===== src/rtl/cke_uart_tx_pkg.sv =====
// Shared types and helpers for the clock-enable driven UART transmitter.
package cke_uart_tx_pkg;

  // Frame sequencer states
  typedef enum logic [2:0] {
    sIdle   = 3'd0,
    sArm    = 3'd1,
    sStart  = 3'd2,
    sData   = 3'd3,
    sParity = 3'd4,
    sStop   = 3'd5
  } txState_t;

  // Parity mode selectors accepted by the pParity parameter
  localparam string cParityNone = "none";
  localparam string cParityEven = "even";
  localparam string cParityOdd  = "odd";

  // Width of a counter that must hold values 0..n-1 (never narrower than 1 bit)
  function automatic int unsigned cntWidth(input int unsigned n);
    return (n <= 1) ? 1 : $clog2(n);
  endfunction

endpackage : cke_uart_tx_pkg


===== src/rtl/cke_uart_tx.sv =====
// UART transmitter paced by an external one-cycle baud tick (iCke).
// Frame: start bit, pDataWidth data bits LSB first, optional parity, pStopBits stop bits.
module cke_uart_tx
  import cke_uart_tx_pkg::*;
#(
  parameter int unsigned pDataWidth = 8,
  parameter string       pParity    = "none",
  parameter int unsigned pStopBits  = 1
) (
  input  logic                  iSysClk,
  input  logic                  iSysRst,
  input  logic                  iCke,
  input  logic [pDataWidth-1:0] iData,
  input  logic                  iValid,
  output logic                  oReady,
  output logic                  oTxd,
  output logic                  oBusy,
  output logic                  oDone
);

  localparam bit          cParEn    = (pParity != cParityNone);
  localparam bit          cParInv   = (pParity == cParityOdd);
  localparam int unsigned cCntW     = cntWidth(pDataWidth);
  localparam int unsigned cStopW    = cntWidth(pStopBits);

  localparam logic [cCntW-1:0]  cLastBit  = cCntW'(pDataWidth - 1);
  localparam logic [cStopW-1:0] cLastStop = cStopW'(pStopBits - 1);

  txState_t              state;
  logic [pDataWidth-1:0] shiftReg;
  logic                  parityBit;
  logic [cCntW-1:0]      bitCnt;
  logic [cStopW-1:0]     stopCnt;

  // Frame sequencer: state, shifter, counters and all outputs advance together,
  // and every line transition happens on an edge where iCke is sampled high.
  always_ff @(posedge iSysClk) begin
    if (iSysRst) begin
      state     <= sIdle;
      shiftReg  <= '0;
      parityBit <= 1'b0;
      bitCnt    <= '0;
      stopCnt   <= '0;
      oTxd      <= 1'b1;
      oReady    <= 1'b1;
      oBusy     <= 1'b0;
      oDone     <= 1'b0;
    end else begin
      oDone <= 1'b0;
      unique case (state)
        sIdle: begin
          // Baud ticks are ignored here; only a handshake starts a frame
          if (iValid && oReady) begin
            shiftReg  <= iData;
            parityBit <= (^iData) ^ cParInv;
            oReady    <= 1'b0;
            oBusy     <= 1'b1;
            state     <= sArm;
          end
        end
        sArm: begin
          // Wait for a tick so the start bit spans a full baud interval
          if (iCke) begin
            oTxd   <= 1'b0;
            bitCnt <= '0;
            state  <= sStart;
          end
        end
        sStart: begin
          if (iCke) begin
            oTxd     <= shiftReg[0];
            shiftReg <= shiftReg >> 1;
            state    <= sData;
          end
        end
        sData: begin
          if (iCke) begin
            bitCnt <= bitCnt + cCntW'(1);
            if (bitCnt == cLastBit) begin
              if (cParEn) begin
                oTxd  <= parityBit;
                state <= sParity;
              end else begin
                oTxd    <= 1'b1;
                stopCnt <= '0;
                state   <= sStop;
              end
            end else begin
              oTxd     <= shiftReg[0];
              shiftReg <= shiftReg >> 1;
            end
          end
        end
        sParity: begin
          if (iCke) begin
            oTxd    <= 1'b1;
            stopCnt <= '0;
            state   <= sStop;
          end
        end
        sStop: begin
          if (iCke) begin
            if (stopCnt == cLastStop) begin
              oDone  <= 1'b1;
              oReady <= 1'b1;
              oBusy  <= 1'b0;
              state  <= sIdle;
            end else begin
              stopCnt <= stopCnt + cStopW'(1);
            end
          end
        end
        default: begin
          oTxd   <= 1'b1;
          oReady <= 1'b1;
          oBusy  <= 1'b0;
          state  <= sIdle;
        end
      endcase
    end
  end

endmodule : cke_uart_tx


===== config.mk =====
export PLATFORM = sky130hd
export DESIGN_NAME = cke_uart_tx
export DESIGN_NICKNAME = d
export VERILOG_FILES = /design/src/rtl/cke_uart_tx_pkg.sv /design/src/rtl/cke_uart_tx.sv
export SDC_FILE = /design/constraint.sdc
export NUM_CORES = 1
export LEC_CHECK = 0
export ABC_AREA = 1
export BUFFER_PORTS_ARGS = -buffer_cell sky130_fd_sc_hd__clkbuf_2
export CORE_MARGIN = 4
export CORE_UTILIZATION = 44
export DETAILED_ROUTE_END_ITERATION = 12
export GPL_ROUTABILITY_DRIVEN = 1
export GPL_TIMING_DRIVEN = 0
export HOLD_SLACK_MARGIN = 0.05
export PLACE_DENSITY = 0.66
export SLEW_MARGIN = 30
export SYNTH_ARGS = -nofsm -noshare
export SYNTH_HDL_FRONTEND = slang
export SYNTH_SLANG_ARGS = --single-unit

===== constraint.sdc =====
create_clock -name iSysClk -period 1.3 [get_ports iSysClk]
set_input_delay 0.26 -clock iSysClk [delete_from_list [all_inputs] [get_ports iSysClk]]
set_output_delay 0.26 -clock iSysClk [all_outputs]
set_load 0.1 [all_outputs]

# After elaboration in Yosys (flattened, before gate mapping)
# Cells that the tools add are included.
word_totals:
  ff_bits: 19
  output_inout_bits: 4
  in_bits: 12
  word_cells: 80
classes:
  n_bitwise: 4
  add_sub_neg: 2
  mux: 37
  n_reduce_logical: 14
  n_eq_ne: 15
op_table:
  columns: ["cell", "n"]
  rows:
  - ["$mux 8", 4]
  - ["$mux 3", 10]
  - ["$pmux 8 s3", 1]
  - ["$ne 2x2->1 const B", 9]
  - ["$pmux 3 s6", 1]
  - ["$mux 1", 16]
  - ["$reduce_and 5->1", 3]
  - ["$eq 3x3->1 const B", 3]
  - ["$pmux 1 s3", 3]
  - ["$reduce_and 8->1", 1]
  - ["$eq 3x2->1 const B", 2]
  - ["$pmux 3 s2", 1]
  - ["$reduce_bool 3->1", 2]
  - ["$pmux 1 s5", 1]
  - ["$not 1->1", 4]
  - ["$reduce_and 4->1", 1]
  - ["$reduce_or 4->1", 1]
  - ["$add 3x1->3 const B", 1]
  - ["$eq 3x1->1 const B", 1]
  - ["$logic_not 3->1", 1]
  - ["$reduce_and 3->1", 1]
  - ["$reduce_or 3->1", 1]
  - ["$reduce_bool 2->1", 1]
  - ["$reduce_or 2->1", 1]
  - ["other kinds (2)", 2]

# Logic depth before layout (Yosys ltp)
# Gate-level depths: netlist (run 1).
depth:
  word_depth: 4
  ltp_mapped: 9
  depth_no_buf: 8

# Worst setup path before layout (run 1)
# No wires, ideal clock.
synth_path:
  path_kind: "register -> register"
  start: "register oReady"
  end: "register shiftReg[0]"
  n_path_buf: 1
  arrival_ns: 1.668
  synth_period_minus_slack_ns: 1.780
  setup_slack_ns: -0.480
  setup_time_ns: 0.113
  required_ns: 1.187
  stages_incl_launch_ff: 7
  cell_sequence: "dfxtp_1 > nand2_1 > nand3_2 > nand3_2 > buf_6 > nor2_1 > nor2_1"
synth_between:
  elab_chain_len: 3
synth_rtl:
  columns: ["element", "line_no", "text"]
  rows:
  - ["start, declared", "cke_uart_tx.sv:15", "output logic oReady,"]
  - ["start signal, assigned", "cke_uart_tx.sv:45", "oReady <= 1'b1;"]
  - ["start signal, assigned", "cke_uart_tx.sv:56", "oReady <= 1'b0;"]
  - ["start signal, assigned", "cke_uart_tx.sv:105", "oReady <= 1'b1;"]
  - ["$logic_and 1x1->1", "cke_uart_tx.sv:53", "if (iValid && oReady) begin"]
  - ["$ne 2x2->1 (no line)", null, null]
  - ["$reduce_and 5->1 (no line)", null, null]
  - ["end signal, assigned", "cke_uart_tx.sv:54", "shiftReg <= iData;"]
  - ["end signal, assigned", "cke_uart_tx.sv:72", "shiftReg <= shiftReg >> 1;"]
  - ["end signal, assigned", "cke_uart_tx.sv:90", "shiftReg <= shiftReg >> 1;"]
  - ["end, declared", "cke_uart_tx.sv:30", "logic [pDataWidth-1:0] shiftReg;"]
# No other way between the ends.
# A chain may end at the register's enable or synchronous reset.

# Worst setup path in the final report (run 1)
layout_path:
  start: "register state[1]"
  end: "register shiftReg[5]"
layout_between:
  elab_chain_len: 3
  elab_cells_between_ends: 10
  classes_between: "6 x eq/ne; 1 x mux; 3 x reduce/logical"
layout_rtl:
  columns: ["element", "line_no", "text"]
  rows:
  - ["start, declared", "cke_uart_tx.sv:29", "txState_t state;"]
  - ["start signal, assigned", "cke_uart_tx.sv:39", "state <= sIdle;"]
  - ["start signal, assigned", "cke_uart_tx.sv:58", "state <= sArm;"]
  - ["start signal, assigned", "cke_uart_tx.sv:66", "state <= sStart;"]
  - ["$eq 3x2->1 or $logic_not 3->1 (tied branches)", "cke_uart_tx.sv:50", "unique case (state)"]
  - ["$ne 2x2->1 (no line) or $reduce_bool 3->1 (tied branches)", null, null]
  - ["$reduce_and 5->1 (no line)", null, null]
# Several ways; a longest one is shown, not always the timed one.

==> results of run 1 <==
## worst min path at each step
stage	from	endpoint	slack (ns)	cells after the start
global route	iSysRst	bitCnt[1]	0.19	2
floorplan	iSysRst	bitCnt[1]	0.33	1
global placement	oBusy	oBusy	0.44	2
finish	iSysRst	bitCnt[0]	0.18	2
detailed placement	oBusy	oBusy	0.45	2
CTS	iSysRst	bitCnt[1]	0.18	2
## layer usage
layer | up-vias | wire [µm] | global-route usage [%]
met5 | - | 0 | 0
met4 | 0 | 10 | 6.250
met3 | 2 | 106 | 2.098
met2 | 24 | 1113 | 21.45
met1 | 459 | 1086 | 21.02
li1 | 544 | - | -
## power groups by stage
stage | Combinational, mW | Clock (mW) | Sequential, mW
6_report | 1.85 | 0.355 | 0.819
5_1_grt | 2.06 | 0.380 | 0.835
4_1_cts | 1.63 | 0.359 | 0.804
3_5_place_dp | 1.41 | 0 | 0.802
3_3_place_gp | 1.40 | 0 | 0.796
2_1_floorplan | 0.901 | 0 | 1.08
## registers in the layout, summed over array words and instances (netlist names)
register and count:
shiftReg 8, bitCnt 3, state 3, oBusy 1, oDone 1, oReady 1
oTxd 1
## repair_timing
action / in CTS / in global routing
endpoints found under the setup margin: 18 / 14
hold buffers: 0 / 0
resized for setup: 23 / 22
buffers inserted: 6 / 4
cloned: 1 / 0
pin swaps: 5 / 12
## kinds of logic (layout without fill, tap and decap cells)
| family | Yosys count | in the layout | share of synthesized area (%) |
|---|---|---|---|
| and+or+nand+nor | 91 | 91 | 39.75 |
| buffers and inverters | 24 | 52 | 11.57 |
| DFF | 18 | 18 | 36.23 |
| AOI/OAI and AO/OA | 18 | 18 | 9.937 |
| adders and majority gates | 2 | 2 | 2.515 |
## Yosys cell counts, types with 3 or more instances
cell type | count | share of area, %
buf_6 | 3 | 3.4
dfxtp_1 | 18 | 36
nand2_1 | 41 | 15
nand3_1 | 10 | 5.0
nor2_1 | 28 | 11
a21oi_1 | 5 | 2.5
inv_1 | 17 | 6.4
nand4_1 | 5 | 3.1
o21ai_0 | 9 | 4.5
## layout by cell type, fill, tap and decap left out, drive strengths merged
| cell | n |
|---|---|
| a21oi | 6 |
| nand4 | 5 |
| nor3 | 2 |
| inv | 19 |
| a21o | 1 |
| dfxtp | 18 |
| clkbuf | 19 |
| nand3 | 12 |
| buf | 14 |
| nor2 | 30 |
| nand3b | 1 |
| ha | 2 |
| o211ai | 1 |
| o21ai | 10 |
| nand2 | 41 |
## area by class of cell
type,instances,share of cell area (%)
repair buffers,26,12.77
clock buffers,4,2.703
well taps,27,2.516
plain buffers,3,2.050
multi-input cells,111,46.13
inverters,19,5.871
flip-flops and latches,18,27.96
==> flow_summary_export.csv, run 1 <==
group,metric,value,unit
yosys,synth_seq_cells,18,
die,dieArea,0.003085,mm²
yosys,ys_types,21,
worst_setup_path,cp_num_buf_inv,2,
worst_setup_path,reg2reg_from,"state[1]",
route,ant_nets,0,
cts,htreeDepth,1,
power,p_leak,0.6552,nW
route,routed_wl,2.317,mm
yosys,seq_area_frac_synth,36.23,%
finish,nets,196,
worst_setup_path,slowest_delay,0.45,ns
sta,setup_viol,0,
placed_design,dp_hpwl,1.541,mm
die,rows,16,
cts,insertion_delay,0.29,ns
job,cap_viol_max_count,0,
route,drt_iter0_drc,25,
die,start_util,48.24,%
sta,fmax,787.6,MHz
worst_setup_path,ff2ff_setup_slack,0.03,ns
yosys,synth_async_sr_flop_share,0,%
power,power_frac_comb,61.2,%
worst_setup_path,crit_path_end_kind,"register",
die,core_area,0.002062,mm²
worst_setup_path,rr_worst_depth,8,
sta,setup_slack,0.03035,ns
route,route.vias.total,1029,
route,drc,0,
grt,grt_pass1_vias,901,
worst_setup_path,reg2reg_to,"shiftReg[5]",
power,powerDensity,2252,mW/mm²
yosys,postSynthCellCount,153,
cts,clk_path_buf_depth,2,
placed_design,place.gp.congestion,0.9113,
yosys,synth-edff-count,0,
worst_setup_path,start_kind,"register",
finish,fillCellCount,179,
power,power.total,3.024,mW
finish,drive_gt1_share,34.81,%
placed_design,placed_area,0.001110,mm²
placed_design,placed_cells,195,
cts,ctsRootBufferMaster,"clkbuf_4",
sta,setup_tns,0,ns
worst_setup_path,crit_fanout,7,
grt,grt_antenna_before_repair,0,
worst_setup_path,path_cells,"inv_6, nand2_4, nand2_4, a21oi_4, nand3_4, buf_6, nor2_1, nor2_1",
cts,numCtsBuffers,3,
worst_setup_path,crit_slowest_cell,"dfxtp_4",
power,p_seq_share,27.1,%
worst_setup_path,critPathKind,"reg -> reg",
sta,slew_viol_final,0,
route,avgViaCountPerCell,4.947,
route,first_pass_iters,4,
power,internal_power,1.603,mW
worst_setup_path,worst_ep_required_time,1.50,ns
cts,cts_tree,"built",
sta,min_period_over_period,97.67,%
finish,multi_input_area,619.3,µm²
yosys,post_synth.cell_area_avg,6.501,µm²
yosys,netlist_area,994.7,µm²
worst_setup_path,crit_arrival,1.47,ns
finish,final_cell_area,0.001343,mm²
hold_path,min_path_type,"in -> reg",
finish,final_cells,208,
worst_setup_path,path_delay_family,"flip-flops",
grt,grt.overflow.total,0,
power,switchingPower,1.421,mW
worst_setup_path,crit_end,"shiftReg[5]",
finish,diodes,0,
yosys,yosysWarnings,0,
sta,hold_viol_final,0,
worst_setup_path,worstSetupStartpoint,"state[1]",
grt,grt_pass1_wl,3.767,mm
route,wl_per_cell,11.14,µm
yosys,synth_flop_cell,"dfxtp_1",
die,die_w,55.55,µm
die,io_pins,16,
finish,fin_util,65.11,%
power,netSwitchingFraction,46.98,%
grt,grt_use_total,14.61,%
finish,seq_area,375.4,µm²
sta,worst_pin_slew,0.3092,ns
die,die_h,55.55,µm
sta,holdWs,0.1817,ns
worst_setup_path,path_depth,8,
cts,cts_sinks,18,
power,clock_power_share,11.7,%
cts,path_clk_slew,0.11,ns
power,irDropWorstVdd,1.255,mV
placed_design,pre_cts_ws,-0.1628,ns
yosys,syn_nets,167,
finish,syn_to_final_growth,34.97,%
sta,layout_min_cycle_time,1.270,ns
sta,clock_skew,0.002158,ns
placed_design,numPortBuffers,15,
run_status,outcome,"completed",
sta,rsz0062_at_grt,"yes",
sta,max-slew-margin-rel,79.17,%
grt,grt_max_degree,11,
(Power assumes the default switching activity.)
==> inputs of run 2 (changes only) <==
Settings changed: CTS_CLUSTER_DIAMETER from default to 120, GPL_TIMING_DRIVEN 0 to default, SKIP_CTS_REPAIR_TIMING from default to 1.
==> run 2 against run 1 <==
Critical path depth decreased by 1. Fmax down 2.3%. Register-to-register slack got worse by 0.03 ns. Non-clock buffer count grew 2. Critical path type unchanged.
==> flow_summary_export.csv, run 2 (same netlist as run 1, synthesis figures left out) <==
group,metric,value,unit
run_status,outcome,"completed",
grt,grt_pass1_vias,963,
placed_design,numPortBuffers,15,
sta,clock_skew,0.003963,ns
cts,cts_sinks,18,
sta,hold_viol_final,0,
die,rows,16,
cts,htreeDepth,1,
sta,fmax,769.4,MHz
hold_path,min_path_type,"in -> reg",
sta,min_period_over_period,99.97,%
route,drt_iter0_drc,22,
finish,syn_to_final_growth,42.52,%
route,drc,0,
grt,grt.overflow.total,0,
die,die_h,55.55,µm
route,route.vias.total,1065,
placed_design,placed_area,0.001246,mm²
sta,max-slew-margin-rel,82.77,%
finish,drive_gt1_share,36.41,%
power,powerDensity,2168,mW/mm²
placed_design,dp_hpwl,1.717,mm
finish,nets,199,
finish,final_cell_mix,"35 x nand2_1, 24 x nor2_1, 15 x inv_1, 15 x buf_4, 12 x dfxtp_1",
grt,grt_use_total,15.58,%
finish,diodes,0,
power,p_leak,0.6901,nW
cts,path_clk_slew,0.11,ns
finish,final_common_cell,"nand2_1",
job,cap_viol_max_count,0,
sta,setup_slack,0.0003573,ns
sta,holdWs,0.1762,ns
die,core_area,0.002062,mm²
finish,largest_reg_flops,8,
die,io_pins,16,
cts,clk_path_buf_depth,2,
sta,setup_viol,0,
cts,insertion_delay,0.30,ns
worst_setup_path,crit_arrival,1.54,ns
cts,ctsRootBufferMaster,"clkbuf_4",
finish,seq_area,375.4,µm²
power,power.total,3.074,mW
placed_design,pre_cts_ws,-0.07714,ns
cts,cts_tree,"built",
sta,slew_viol_final,0,
worst_setup_path,worst_ep_required_time,1.54,ns
route,first_pass_iters,4,
route,avgViaCountPerCell,5.047,
sta,layout_min_cycle_time,1.300,ns
die,dieArea,0.003085,mm²
finish,fin_util,68.75,%
grt,grt_antenna_before_repair,0,
finish,final_cell_area,0.001418,mm²
route,wl_per_cell,12.51,µm
sta,rsz0062_at_grt,"yes",
finish,top_regs,"shiftReg (8), bitCnt (3), state (3)",
worst_setup_path,start_kind,"register",
route,ant_nets,0,
finish,multi_input_area,639.4,µm²
route,routed_wl,2.639,mm
sta,setup_tns,0,ns
worst_setup_path,crit_fanout,6,
sta,worst_pin_slew,0.2568,ns
placed_design,place.gp.congestion,0.9357,
worst_setup_path,critPathKind,"reg -> reg",
worst_setup_path,crit_path_end_kind,"register",
power,irDropWorstVdd,1.380,mV
grt,grt_pass1_wl,3.974,mm
placed_design,placed_cells,206,
finish,final_cells,211,
finish,fillCellCount,173,
grt,grt_max_degree,16,
cts,numCtsBuffers,3,
die,start_util,48.24,%
die,die_w,55.55,µm
finish,largest-register,"shiftReg",
## run 2: cell type report
| type | count | share of cell area, % |
|---|---|---|
| inverters | 19 | 5.207 |
| clock buffers | 4 | 2.560 |
| repair buffers | 31 | 18.27 |
| well taps | 27 | 2.383 |
| multi-input cells | 112 | 45.10 |
| flip-flops and latches | 18 | 26.48 |
## run 2: where the power goes
group / switching, mW / internal, mW / leakage (nW) / total (mW)
logic: 1.15 / 0.702 / 0.518 / 1.85
clock network: 0.191 / 0.171 / 0.0210 / 0.362
registers: 0.125 / 0.735 / 0.151 / 0.860
total: 1.47 / 1.61 / 0.690 / 3.07
## run 2: worst paths after layout
path | startpoint | depth (start not counted) | to | slack, ns
max | state[0] | 7 | state[0] | 0.0004
min | iSysRst | 2 | bitCnt[0] | 0.18
max reg2reg | state[0] | 7 | state[0] | 0.0004
min reg2reg | oBusy | 2 | oBusy | 0.50
## run 2: metal layers
layer / vias to the layer above / share of wire [%] / track usage, %
li1: 551 / - / -
met1: 476 / 42 / 20.34
met3: 4 / 6.2 / 4.429
met4: 0 / 1.4 / 3.819
met2: 34 / 50 / 25.17
met5: - / 0 / 0
## run 2: worst max-delay path, cell delays in order (launching register included)
cell	delay, ns
dfxtp_4	0.39
nor2_2	0.20
nand2_2	0.13
nor2_1	0.20
nor2_4	0.08
nand4_1	0.12
nand2_1	0.06
nor2_1	0.07
==> inputs of run 3 (changes only) <==
Settings changed: PLACE_DENSITY 0.66 to 0.67.
==> run 3 against run 2 <==
Non-clock buffer count shrank 2. Setup slack gained 0.026 ns. Critical path depth shrank 1. Combinational power shrank 5%. Clock skew grew 0.0019 ns. Power shrank 2.4%. Hold slack gained 0.0026 ns. Via count grew 2.7%. Clock power shrank 2%. Fmax grew 2.0%. Final cell count shrank 0.95%.
==> flow_summary_export.csv, run 3 (same netlist as run 1, synthesis figures left out) <==
group,metric,value,unit
run_status,outcome,"completed",
finish,drive_gt1_share,35.71,%
cts,insertion_delay,0.30,ns
worst_setup_path,rr_worst_depth,6,
grt,busiest_layer,"met2",
route,first_pass_iters,4,
finish,diodes,0,
sta,rsz0062_at_grt,"yes",
grt,grt_pass1_wl,3.933,mm
finish,syn_to_final_growth,41.01,%
route,ant_nets,0,
cts,cts_sinks,18,
power,switchingPower,1.442,mW
grt,grt.overflow.total,0,
placed_design,numPortBuffers,15,
worst_setup_path,crit_fanout,8,
worst_setup_path,worst_ep_required_time,1.53,ns
cts,htreeDepth,1,
finish,nets,197,
finish,fillCellCount,181,
worst_setup_path,reg2reg_from,"state[0]",
worst_setup_path,cp_num_buf_inv,1,
sta,layout_min_cycle_time,1.274,ns
placed_design,dp_hpwl,1.708,mm
worst_setup_path,crit_slowest_cell,"dfxtp_4",
hold_path,min_path_type,"in -> reg",
power,clock_power_share,11.8,%
power,netSwitchingFraction,48.09,%
power,p_leak,0.6892,nW
worst_setup_path,ff2ff_setup_slack,0.03,ns
grt,grt_use_met2,25.00,%
cts,numCtsBuffers,3,
cts,ctsRootBufferMaster,"clkbuf_4",
grt,grt_antenna_before_repair,0,
power,internal_power,1.557,mW
job,cap_viol_max_count,0,
worst_setup_path,reg2reg_to,"state[2]",
finish,largest_reg_flops,8,
sta,max-slew-margin-rel,82.02,%
power,p_seq_share,29.5,%
cts,clk_path_buf_depth,2,
worst_setup_path,path_cells,"nand2_4, nor2_4, nand2_4, buf_6, nand3b_1, a21oi_1",
power,power.total,2.999,mW
die,io_pins,16,
die,die_h,55.55,µm
sta,fmax,784.9,MHz
worst_setup_path,crit_path_end_kind,"register",
worst_setup_path,crit_arrival,1.51,ns
sta,hold_viol_final,0,
finish,final_cell_mix,"34 x nand2_1, 24 x nor2_1, 16 x inv_1",
die,dieArea,0.003085,mm²
finish,final_common_cell,"nand2_1",
finish,top_regs,"shiftReg (8), bitCnt (3), state (3)",
grt,grt_pass1_vias,988,
power,powerDensity,2138,mW/mm²
hold_path,holdPathEnd,"bitCnt[1]",
worst_setup_path,start_kind,"register",
hold_path,hold_start,"iSysRst",
route,drt_iter0_drc,43,
route,routed_wl,2.596,mm
sta,worst_pin_slew,0.2697,ns
die,die_w,55.55,µm
cts,path_clk_slew,0.11,ns
placed_design,place.gp.congestion,0.8940,
placed_design,placed_cells,203,
sta,min_period_over_period,98.00,%
sta,slew_viol_final,0,
die,rows,16,
route,drc,0,
grt,grt_max_degree,16,
hold_path,min_path_cells,2,
finish,largest-register,"shiftReg",
worst_setup_path,worst_path_most_repeated_cell,"nand2_4",
route,avgViaCountPerCell,5.234,
grt,use_met3,5.361,%
worst_setup_path,critPathKind,"reg -> reg",
die,core_area,0.002062,mm²
worst_setup_path,path_delay_family,"simple AND/OR/NAND/NOR gates",
power,irDropWorstVdd,1.287,mV
power,power_frac_comb,58.7,%
route,wl_per_cell,12.42,µm
sta,setup_viol,0,
worst_setup_path,slowest_delay,0.44,ns
grt,grt_use_total,15.46,%
cts,cts_tree,"built",
die,start_util,48.24,%
route,route.vias.total,1094,
grt,use_met1,18.85,%
finish,final_cells,209,
sta,clock_skew,0.005815,ns
-- run 3: power by group through the flow --
| stage | Combinational (mW) | Sequential (mW) | Clock [mW] |
|---|---|---|---|
| after CTS | 1.55 | 0.827 | 0.365 |
| final | 1.76 | 0.885 | 0.355 |
| after global placement | 1.52 | 0.835 | 0 |
| after floorplan | 0.901 | 1.08 | 0 |
| after global routing | 1.94 | 0.903 | 0.381 |
| after detailed placement | 1.54 | 0.838 | 0 |
-- run 3: final cells by class --
| cell class | count | area (µm²) | share of cell area [%] |
|---|---|---|---|
| Inverter | 19 | 78.83 | 5.620 |
| Timing Repair Buffer | 29 | 244.0 | 17.40 |
| Clock buffer | 4 | 36.28 | 2.587 |
| Sequential cell | 18 | 375.4 | 26.76 |
| Tap cell | 27 | 33.78 | 2.409 |
| Multi-Input combinational cell | 112 | 634.4 | 45.23 |
-- run 3: per-layer routing --
| layer | wire length [µm] | up-vias |
|---|---|---|
| li1 | - | 549 |
| met1 | 1080 | 478 |
| met2 | 1268 | 61 |
| met3 | 203 | 6 |
| met4 | 44 | 0 |
| met5 | 0 | - |
-- run 3: stage by stage --
| step | worst slack [ns] | hold slack (ns) | instance area, µm² | TNS [ns] | utilization, % |
|---|---|---|---|---|---|
| after floorplan | 0.01255 | 0.3291 | 1001 | 0 | - |
| after global placement | -0.06233 | 0.4557 | 1224 | -0.4565 | 59.34 |
| after detailed placement | -0.09090 | 0.4637 | 1224 | -0.7915 | 59.34 |
| after CTS | -0.1105 | 0.1727 | 1260 | -1.057 | 61.10 |
| after global routing | -0.07265 | 0.1843 | 1403 | -0.2917 | 68.02 |
| final | 0.02596 | 0.1788 | 1403 | 0 | 68.02 |
-- run 3: worst max path at each step --
stage / startpoint / end / slack, ns / cells after the start
2_1_floorplan: state[0] / oTxd / 0.01 / 7
3_3_place_gp: state[0] / oReady / -0.06 / 6
3_5_place_dp: bitCnt[0] / shiftReg[3] / -0.09 / 6
4_1_cts: state[0] / oReady / -0.11 / 6
5_1_grt: state[0] / state[1] / -0.07 / 7
6_report: state[0] / state[2] / 0.03 / 6
